File: src/rtl/mem_access_ctrl_pkg.sv
// Shared funct3 codes, FSM state encoding and access-legality helper for mem_access_ctrl.
package mem_access_ctrl_pkg;

    localparam logic [2:0] LOAD_LB   = 3'b000;
    localparam logic [2:0] LOAD_LH   = 3'b001;
    localparam logic [2:0] LOAD_LW   = 3'b010;
    localparam logic [2:0] LOAD_LBU  = 3'b100;
    localparam logic [2:0] LOAD_LHU  = 3'b101;
    localparam logic [2:0] STORE_SB  = 3'b000;
    localparam logic [2:0] STORE_SH  = 3'b001;
    localparam logic [2:0] STORE_SW  = 3'b010;

    typedef enum logic [1:0] {
        IDLE = 2'd0,
        BUS  = 2'd1,
        RESP = 2'd2
    } state_e;

    // Reserved funct3 codes are treated as misaligned so they never reach the bus.
    function automatic logic is_misaligned(input logic [2:0] sel, input logic [1:0] addr_lo);
        case (sel)
            LOAD_LB, LOAD_LBU: return 1'b0;
            LOAD_LH, LOAD_LHU: return addr_lo[0];
            LOAD_LW:           return (addr_lo != 2'b00);
            default:           return 1'b1;
        endcase
    endfunction

endpackage

File: src/rtl/mem_access_ctrl_lane_align.sv
// Combinational byte-lane steering: byte enables, replicated store data, shifted/extended load data.
module mem_lane_align
    import mem_access_ctrl_pkg::*;
(
    input  logic [2:0]  sel,
    input  logic [1:0]  addr_lo,
    input  logic [31:0] wdata,
    input  logic [31:0] rdata,
    output logic [3:0]  be,
    output logic [31:0] wdata_lane,
    output logic [31:0] rdata_ext
);

    logic [31:0] shifted;

    always_comb begin
        be         = 4'b1111;
        wdata_lane = wdata;
        shifted    = rdata >> {addr_lo, 3'b000};
        rdata_ext  = shifted;

        case (sel[1:0])
            STORE_SB[1:0]: begin
                be         = 4'b0001 << addr_lo;
                wdata_lane = {4{wdata[7:0]}};
            end
            STORE_SH[1:0]: begin
                be         = 4'b0011 << addr_lo;
                wdata_lane = {2{wdata[15:0]}};
            end
            STORE_SW[1:0]: begin
                be         = 4'b1111;
                wdata_lane = wdata;
            end
            default: begin
                be         = 4'b1111;
                wdata_lane = wdata;
            end
        endcase

        case (sel)
            LOAD_LB:  rdata_ext = {{24{shifted[7]}}, shifted[7:0]};
            LOAD_LH:  rdata_ext = {{16{shifted[15]}}, shifted[15:0]};
            LOAD_LBU: rdata_ext = {24'h000000, shifted[7:0]};
            LOAD_LHU: rdata_ext = {16'h0000, shifted[15:0]};
            default:  rdata_ext = shifted;
        endcase
    end

endmodule

File: src/rtl/mem_access_ctrl.sv
// Load/store sequencer onto a single-ported data bus (IDLE -> BUS -> RESP).
// Optional bus-wait timeout with O_bus_err when MEM_ACCESS_TIMEOUT_EN is defined.
module mem_access_ctrl
    import mem_access_ctrl_pkg::*;
#(
    parameter int ADDR_W         = 32,
    parameter int TIMEOUT_CYCLES = 255
) (
    input  logic              I_clk,
    input  logic              I_rst,
    input  logic              I_req,
    input  logic              I_we,
    input  logic [2:0]        I_sel,
    input  logic [ADDR_W-1:0] I_addr,
    input  logic [31:0]       I_wdata,
    output logic              O_ready,
    output logic              O_done,
    output logic [31:0]       O_rdata,
    output logic              O_misaligned,
    output logic              O_bus_req,
    output logic              O_bus_we,
    output logic [ADDR_W-1:0] O_bus_addr,
    output logic [3:0]        O_bus_be,
    output logic [31:0]       O_bus_wdata,
    input  logic              I_bus_ack,
    input  logic [31:0]       I_bus_rdata
`ifdef MEM_ACCESS_TIMEOUT_EN
    ,
    output logic              O_bus_err
`endif
);

    if (TIMEOUT_CYCLES < 1 || TIMEOUT_CYCLES > 255) begin : g_timeout_range
        $error("TIMEOUT_CYCLES must lie within 1..255");
    end

    state_e            state_q, state_d;
    logic              we_q, we_d;
    logic [2:0]        sel_q, sel_d;
    logic [ADDR_W-1:0] addr_q, addr_d;
    logic [31:0]       wdata_q, wdata_d;
    logic              mis_q, mis_d;
    logic [31:0]       rdata_q, rdata_d;

    logic [3:0]        lane_be;
    logic [31:0]       lane_wdata;
    logic [31:0]       lane_rdata;

`ifdef MEM_ACCESS_TIMEOUT_EN
    localparam logic [7:0] TIMEOUT_LAST = 8'(TIMEOUT_CYCLES - 1);
    logic [7:0]        cnt_q, cnt_d;
    logic              err_q, err_d;
`endif

    mem_lane_align u_lane_align (
        .sel        (sel_q),
        .addr_lo    (addr_q[1:0]),
        .wdata      (wdata_q),
        .rdata      (I_bus_rdata),
        .be         (lane_be),
        .wdata_lane (lane_wdata),
        .rdata_ext  (lane_rdata)
    );

    always_ff @(posedge I_clk or posedge I_rst) begin
        if (I_rst) begin
            state_q <= IDLE;
            we_q    <= 1'b0;
            sel_q   <= '0;
            addr_q  <= '0;
            wdata_q <= '0;
            mis_q   <= 1'b0;
            rdata_q <= '0;
`ifdef MEM_ACCESS_TIMEOUT_EN
            cnt_q   <= '0;
            err_q   <= 1'b0;
`endif
        end else begin
            state_q <= state_d;
            we_q    <= we_d;
            sel_q   <= sel_d;
            addr_q  <= addr_d;
            wdata_q <= wdata_d;
            mis_q   <= mis_d;
            rdata_q <= rdata_d;
`ifdef MEM_ACCESS_TIMEOUT_EN
            cnt_q   <= cnt_d;
            err_q   <= err_d;
`endif
        end
    end

    always_comb begin
        state_d      = state_q;
        we_d         = we_q;
        sel_d        = sel_q;
        addr_d       = addr_q;
        wdata_d      = wdata_q;
        mis_d        = mis_q;
        rdata_d      = rdata_q;
`ifdef MEM_ACCESS_TIMEOUT_EN
        cnt_d        = cnt_q;
        err_d        = err_q;
        O_bus_err    = 1'b0;
`endif
        O_ready      = 1'b0;
        O_done       = 1'b0;
        O_misaligned = 1'b0;
        O_bus_req    = 1'b0;
        O_bus_we     = 1'b0;
        O_bus_addr   = '0;
        O_bus_be     = '0;
        O_bus_wdata  = '0;

        case (state_q)
            IDLE: begin
                O_ready = 1'b1;
                if (I_req) begin
                    we_d    = I_we;
                    sel_d   = I_sel;
                    addr_d  = I_addr;
                    wdata_d = I_wdata;
                    mis_d   = is_misaligned(I_sel, I_addr[1:0]);
                    state_d = mis_d ? RESP : BUS;
`ifdef MEM_ACCESS_TIMEOUT_EN
                    cnt_d   = '0;
                    err_d   = 1'b0;
`endif
                end
            end
            BUS: begin
                // Bus fields are driven only while requesting, so idle bus lines read as zero.
                O_bus_req   = 1'b1;
                O_bus_we    = we_q;
                O_bus_addr  = {addr_q[ADDR_W-1:2], 2'b00};
                O_bus_be    = lane_be;
                O_bus_wdata = lane_wdata;
                if (I_bus_ack) begin
                    if (!we_q) begin
                        rdata_d = lane_rdata;
                    end
                    state_d = RESP;
                end
`ifdef MEM_ACCESS_TIMEOUT_EN
                else if (cnt_q == TIMEOUT_LAST) begin
                    err_d   = 1'b1;
                    state_d = RESP;
                end else begin
                    cnt_d = cnt_q + 8'd1;
                end
`endif
            end
            RESP: begin
                O_done       = 1'b1;
                O_misaligned = mis_q;
`ifdef MEM_ACCESS_TIMEOUT_EN
                O_bus_err    = err_q;
`endif
                state_d      = IDLE;
            end
            default: state_d = IDLE;
        endcase
    end

    assign O_rdata = rdata_q;

endmodule

File: config.mk
export PLATFORM = sky130hd
export DESIGN_NAME = mem_access_ctrl
export DESIGN_NICKNAME = d
export VERILOG_FILES = /design/src/rtl/mem_access_ctrl_pkg.sv /design/src/rtl/mem_access_ctrl_lane_align.sv /design/src/rtl/mem_access_ctrl.sv
export SDC_FILE = /design/constraint.sdc
export NUM_CORES = 1
export LEC_CHECK = 0
export ABC_CLOCK_PERIOD_IN_PS = 3500
export CORE_MARGIN = 2
export CORE_UTILIZATION = 28
export DETAILED_ROUTE_END_ITERATION = 12
export GPL_ROUTABILITY_DRIVEN = 0
export SYNTH_ARGS = -nofsm -noshare
export SYNTH_HDL_FRONTEND = slang
export SYNTH_HIERARCHICAL = 1
export SYNTH_SLANG_ARGS = --single-unit
export TNS_END_PERCENT = 100
File: constraint.sdc
create_clock -name I_clk -period 3.5 [get_ports I_clk]
set_input_delay 0.875 -clock I_clk [delete_from_list [all_inputs] [get_ports I_clk]]
set_output_delay 0.875 -clock I_clk [all_outputs]
set_load 0.01 [all_outputs]
**Word-level counts from Yosys, hierarchy flattened**

Cells that the tools add are included.

- Bits in registers: 103
- Bits in latches: 0
- Bits in writable memories: 0
- Bits in read-only memories: 0
- Bits of input ports: 104
- Output and inout bits: 105
- Word-level logic and storage cells: 51
- Memories kept: 0

- Add/sub/neg operators: 0
- Multiply operators: 0
- Divide/modulo/power cells: 0
- $lt $le $gt $ge: 0
- Equal/unequal tests: 12
- Shift operators: 3
- Mux-type cells: 18
- Bitwise operators: 1
- Reductions and logical operators: 10

Operators by type and width:

| cell | number |
|---|---|
| case mux 32 bit (4 select lines) | 1 |
| 2-to-1 mux 32 bit | 2 |
| case mux 32 bit (2 select lines) | 1 |
| right shift 32 x 5 -> 32 bit | 1 |
| equality test 3 bit (second input constant) | 4 |
| case mux 4 bit (2 select lines) | 1 |
| 2-to-1 mux 1 bit | 7 |
| equality test 3 x 1 -> 1 bit (second input constant) | 2 |
| logical NOT 3 bit | 2 |
| 2-to-1 mux 2 bit | 3 |
| equality test 2 x 1 -> 1 bit (second input constant) | 2 |
| logical NOT 2 bit | 2 |
| 2-to-1 mux 4 bit | 1 |
| != test 2 bit (second input constant) | 2 |
| case mux 2 bit (2 select lines) | 1 |
| AND reduction 2 bit | 2 |
| OR reduction 2 bit | 2 |
| left shift 1 x 2 -> 4 bit (first input constant) | 1 |
| left shift 2 x 2 -> 4 bit (first input constant) | 1 |
| equality test 3 x 2 -> 1 bit (second input constant) | 1 |
| case mux 1 bit (3 select lines) | 1 |
| AND reduction 3 bit | 1 |
| equality test 2 bit (second input constant) | 1 |
| nonzero test 2 bit | 1 |
| inverter 1 bit | 1 |

**Logic depth before layout (Yosys ltp)**

- Depth after elaboration: 8
- Mapped depth: 7
- Gate-level depth less buffers: 4

**Modules after synthesis**

The synthesis kept the hierarchy.

By module, submodules not included:

| module | instances | cells each | area an instance (µm²) | seq. area each (µm²) |
|---|---|---|---|---|
| mem_access_ctrl | 1 | 308 | 4428.0 | 2577.5 |
| mem_lane_align | 1 | 191 | 1272.5 | 0.0 |

**Worst setup path after synthesis**

OpenSTA, ideal clock, no wires.

- Kind: register -> output
- Start point: reg sel_q[1]
- End point: out O_bus_wdata[10]
- Data arrival time: 1.365 ns
- Required time: 2.625 ns
- Setup slack: 1.260 ns
- Cell stages (with the launch flop): 8
- Cell sequence: dfrtp_1 buf_2 or2_2 buf_2 buf_2 nand2_1 nand2_1 and2_1

- Cells in the longest elaborated chain, start to end: 3
- Elaborated cells between the ends (all ways): 4

RTL lines:

| item | RTL line | text |
|---|---|---|
| start: declaration | mem_access_ctrl.sv:39 | `logic [2:0] sel_q, sel_d;` |
| start signal: assignment | mem_access_ctrl.sv:81 | `sel_q <= sel_d;` |
| equality test 2 x 1 -> 1 bit or logical NOT 2 bit (tied branches) | mem_access_ctrl_lane_align.sv:22 | `case (sel[1:0])` |
| case mux 32 bit (2 select lines) (*) | mem_access_ctrl_lane_align.sv:22 |  |
| net lane_wdata[10] | mem_access_ctrl.sv:46 | `logic [31:0] lane_wdata;` |
| 2-to-1 mux 32 bit (*) | mem_access_ctrl.sv:115 | `case (state_q)` |
| end: declaration | mem_access_ctrl.sv:24 | `output logic [31:0] O_bus_wdata,` |

Mark *: on every way through the listed nets, which the timed path passes. The rest lies on a longest branch.

**Final worst setup path**

- Start point: reg state_q[1]
- End point: out O_bus_wdata[31]

- Cells in the longest elaborated chain, start to end: 2

RTL lines:

| item | RTL line | text |
|---|---|---|
| start: declaration | mem_access_ctrl.sv:37 | `state_e state_q, state_d;` |
| start signal: assignment | mem_access_ctrl.sv:79 | `state_q <= state_d;` |
| equality test 2 x 1 -> 1 bit | mem_access_ctrl.sv:115 |  |
| 2-to-1 mux 32 bit | mem_access_ctrl.sv:115 |  |

Every way passes these cells.

==> impl_metrics.py <==
metrics = {
    "layout": {
        "diodes": 0,
        "final_common_cell": "clkdlybuf4s50_1",
        "final_cell_area_sq_um": 8208,
        "area_growth_pct": 43.99,
        "layout-drive-gt1-share": 0.09157,
        "final_cell_mix": "clkdlybuf4s50_1 (206), dfrtp_1 (103), mux2_1 (97), and2_1 (68), nand2_1 (49)",
        "final_nets": 787,
    },
    "cts": {
        "cts_buffers": 9,
        "cts_hold_buf": 0,
        "cts_tree": "built",
        "clk_latency_ps": 350,
        "cts_setup_buffers": 0,
        "clock-sinks": 103,
        "clk_transition_reported_paths_ps": 80,
        "cts_resized": 0,
        "cts_root_buf": "clkbuf_16",
        "htreeDepth": 3,
        "cts.path.max_buffers": 2,
    },
    "critical_path": {
        "crit_fanout": 24,
        "start_kind": "flip-flop",
        "crit_arrival_ps": 2280,
        "cpMaxStageDelayCell": "clkdlybuf4s50_1",
        "worstSetupPathType": "reg2out",
        "path_buf_inv": 2,
        "path_cells": "and2b_2 -> buf_4 -> and2_1 -> clkdlybuf4s50_1",
        "endpoint_kind": "primary output",
        "critPathRequiredTime_ps": 2620,
        "critical-path-top-delay-family": "buffers and inverters",
        "critical-path-max-stage-delay_ps": 540,
    },
    "drt": {
        "drc": 0,
        "drt_iter0_markers": 144,
        "routed_wl_mm": 16.20,
        "dr.pass1.iters": 4,
        "avgViaCountPerCell": 4.634,
        "post_drt_wl_per_cell_microns": 16.91,
        "ant_nets": 0,
        "vias": 4439,
    },
    "power": {
        "p_switching_mw": 1.762,
        "leakage_nw": 3.418,
        "intPower_mw": 3.452,
        "switching_share": 0.3379,
        "powerDensity_nw_per_um2": 635.3,
        "clkPwrFrac": 0.205,
        "vdd_drop_max_mv": 0.2333,
        "seq_power_share": 0.363,
        "pwr-share-comb": 0.432,
    },
    "sta": {
        "drv_slew": 0,
        "slew_headroom": 0.4829,
        "clock_skew_ps": 7.290,
        "fmax_ghz": 0.3170,
        "finalHoldViolCount": 0,
        "setup_viol": 0,
        "fin_crit_sh": 0.9014,
        "tns_ps": 0,
        "grt_setup_unrepaired": "false",
        "tightest_slew_ps": 775.6,
        "period_minus_slack_ps": 3155,
    },
    "min_path": {
        "hold_path_class": "reg2reg",
    },
    "synth": {
        "syn_area_sq_um": 5700,
        "syn_inst": 499,
        "netlist-cell-type-count": 42,
        "ys.flop_type": "dfrtp_1",
        "async_reset_ff_frac": 1.000,
        "ys_warn_count": 6,
        "synth_edf_count": 0,
        "yosysTopAreaCellShare": 0.4522,
        "yosysSeqAreaShare": 0.4522,
        "postSynthAreaPerCell_sq_um": 11.42,
        "yosysTopAreaCell": "dfrtp_1",
        "ys_ff_latch": 103,
        "synthTopCellsByArea": "dfrtp_1 (45%), mux2_1 (19%), and2_1 (7.5%)",
    },
    "job": {
        "drv_cap": 0,
    },
    "outcome": {
        "outcome": "complete, no violations",
    },
    "floorplanning": {
        "fp.dieH_microns": 146.7,
        "initial_utilization": 0.2835,
        "io_pins": 209,
        "die_x_microns": 146.7,
        "fp-row-count": 52,
        "die_area_sq_um": 21520,
        "coreArea_sq_um": 20100,
    },
    "global_route": {
        "grt_pass1_wl_mm": 25.80,
        "overflow": 0,
        "antenna_found_initial": 1,
        "grt_max_degree": 60,
        "track_usage": 0.1509,
        "grt_pass1_vias": 4758,
    },
    "placement": {
        "dpl_cell_area_sq_um": 7893,
        "hpwlAfterDp_mm": 11.87,
        "io_buffers": 206,
    },
}
==> worst reg2reg max path: stages (launching register included) <==
cell     delay [ps]
dfrtp_1         350
buf_4           350
mux2_4          390
a22oi_2         640
nand3_1         170
mux2_1          330
==> metrics by stage <==
step,setup WS (ps),power (mW),hold slack [ps],util,instances
after floorplan,1260,3.204,448.9,-,500
after global routing,180.4,5.571,505.5,0.4083,958
after detailed placement,560.3,4.188,468.6,0.3926,942
after global placement,636.0,4.133,461.5,0.3926,942
after CTS,276.4,5.297,493.1,0.4083,958
final,345.1,5.214,481.9,0.4083,958
==> worst paths after layout <==
path / to / startpoint / cells past startpoint / slack (ps)
max: O_bus_wdata[31] / state_q[1] / 4 / 350
min: addr_q[18] / addr_q[18] / 1 / 480
max reg2reg: O_rdata[26] / addr_q[1] / 5 / 1150
min reg2reg: addr_q[18] / addr_q[18] / 1 / 480
max in group asynchronous: wdata_q[26] / I_rst / 3 / 1900
min in group asynchronous: addr_q[24] / I_rst / 2 / 910
==> per-layer routing <==
layer,vias up,GRT usage,part of all wire
met1,2196,0.1864,0.42
met3,13,0.04844,0.082
li1,2071,-,-
met2,157,0.2533,0.48
met5,-,0,0.00068
met4,2,0.04272,0.011
==> registers in the layout, summed over array words and instances (netlist names) <==
| name | flops |
|---|---|
| we_q | 1 |
| O_rdata | 32 |
| state_q | 2 |
| wdata_q | 32 |
| sel_q | 3 |
| addr_q | 32 |
| mis_q | 1 |
==> cell usage after synthesis, types with 3 or more instances <==
cell type  count
a211oi_1       7
dfrtp_1      103
nor2_1         3
buf_4         13
buf_8          6
a2bb2oi_1      7
a21oi_1       14
mux2_2        21
mux2_1        97
buf_2         10
and2_1        68
nand2_1       49
buf_6          7
nor2b_1       12
clkbuf_1       9
o21ai_0       11
nand3_1       15
inv_1          3
mux2i_1       15
==> kinds of logic (layout without fill, tap and decap cells) <==
family / Yosys count / after routing / share of synthesized area
other: 1 / 2 / 0.0006578
flip-flops: 103 / 103 / 0.4522
buffers and inverters: 50 / 238 / 0.06475
AO/OA/AOI/OAI: 49 / 49 / 0.06322
multiplexers: 134 / 134 / 0.2621
AND/OR/NAND/NOR: 162 / 162 / 0.1572
==> final cells by class <==
cell class	count	area [sq um]
fillers	1924	11900
multi-input cells	347	2765
flip-flops and latches	103	2577
repair buffers	219	2197
well taps	270	337.8
clock buffers	10	239.0
clock inverters	6	76.32
inverters	3	15.01
==> power groups by stage <==
stage	clock (mW)	combinational, mW	sequential, mW
3_5_place_dp	0	2.27	1.92
5_1_grt	1.16	2.45	1.96
4_1_cts	1.12	2.28	1.90
3_3_place_gp	0	2.24	1.89
2_1_floorplan	0	1.31	1.90
6_report	1.07	2.25	1.89
No activity file was read; power rests on OpenSTA's default activity.
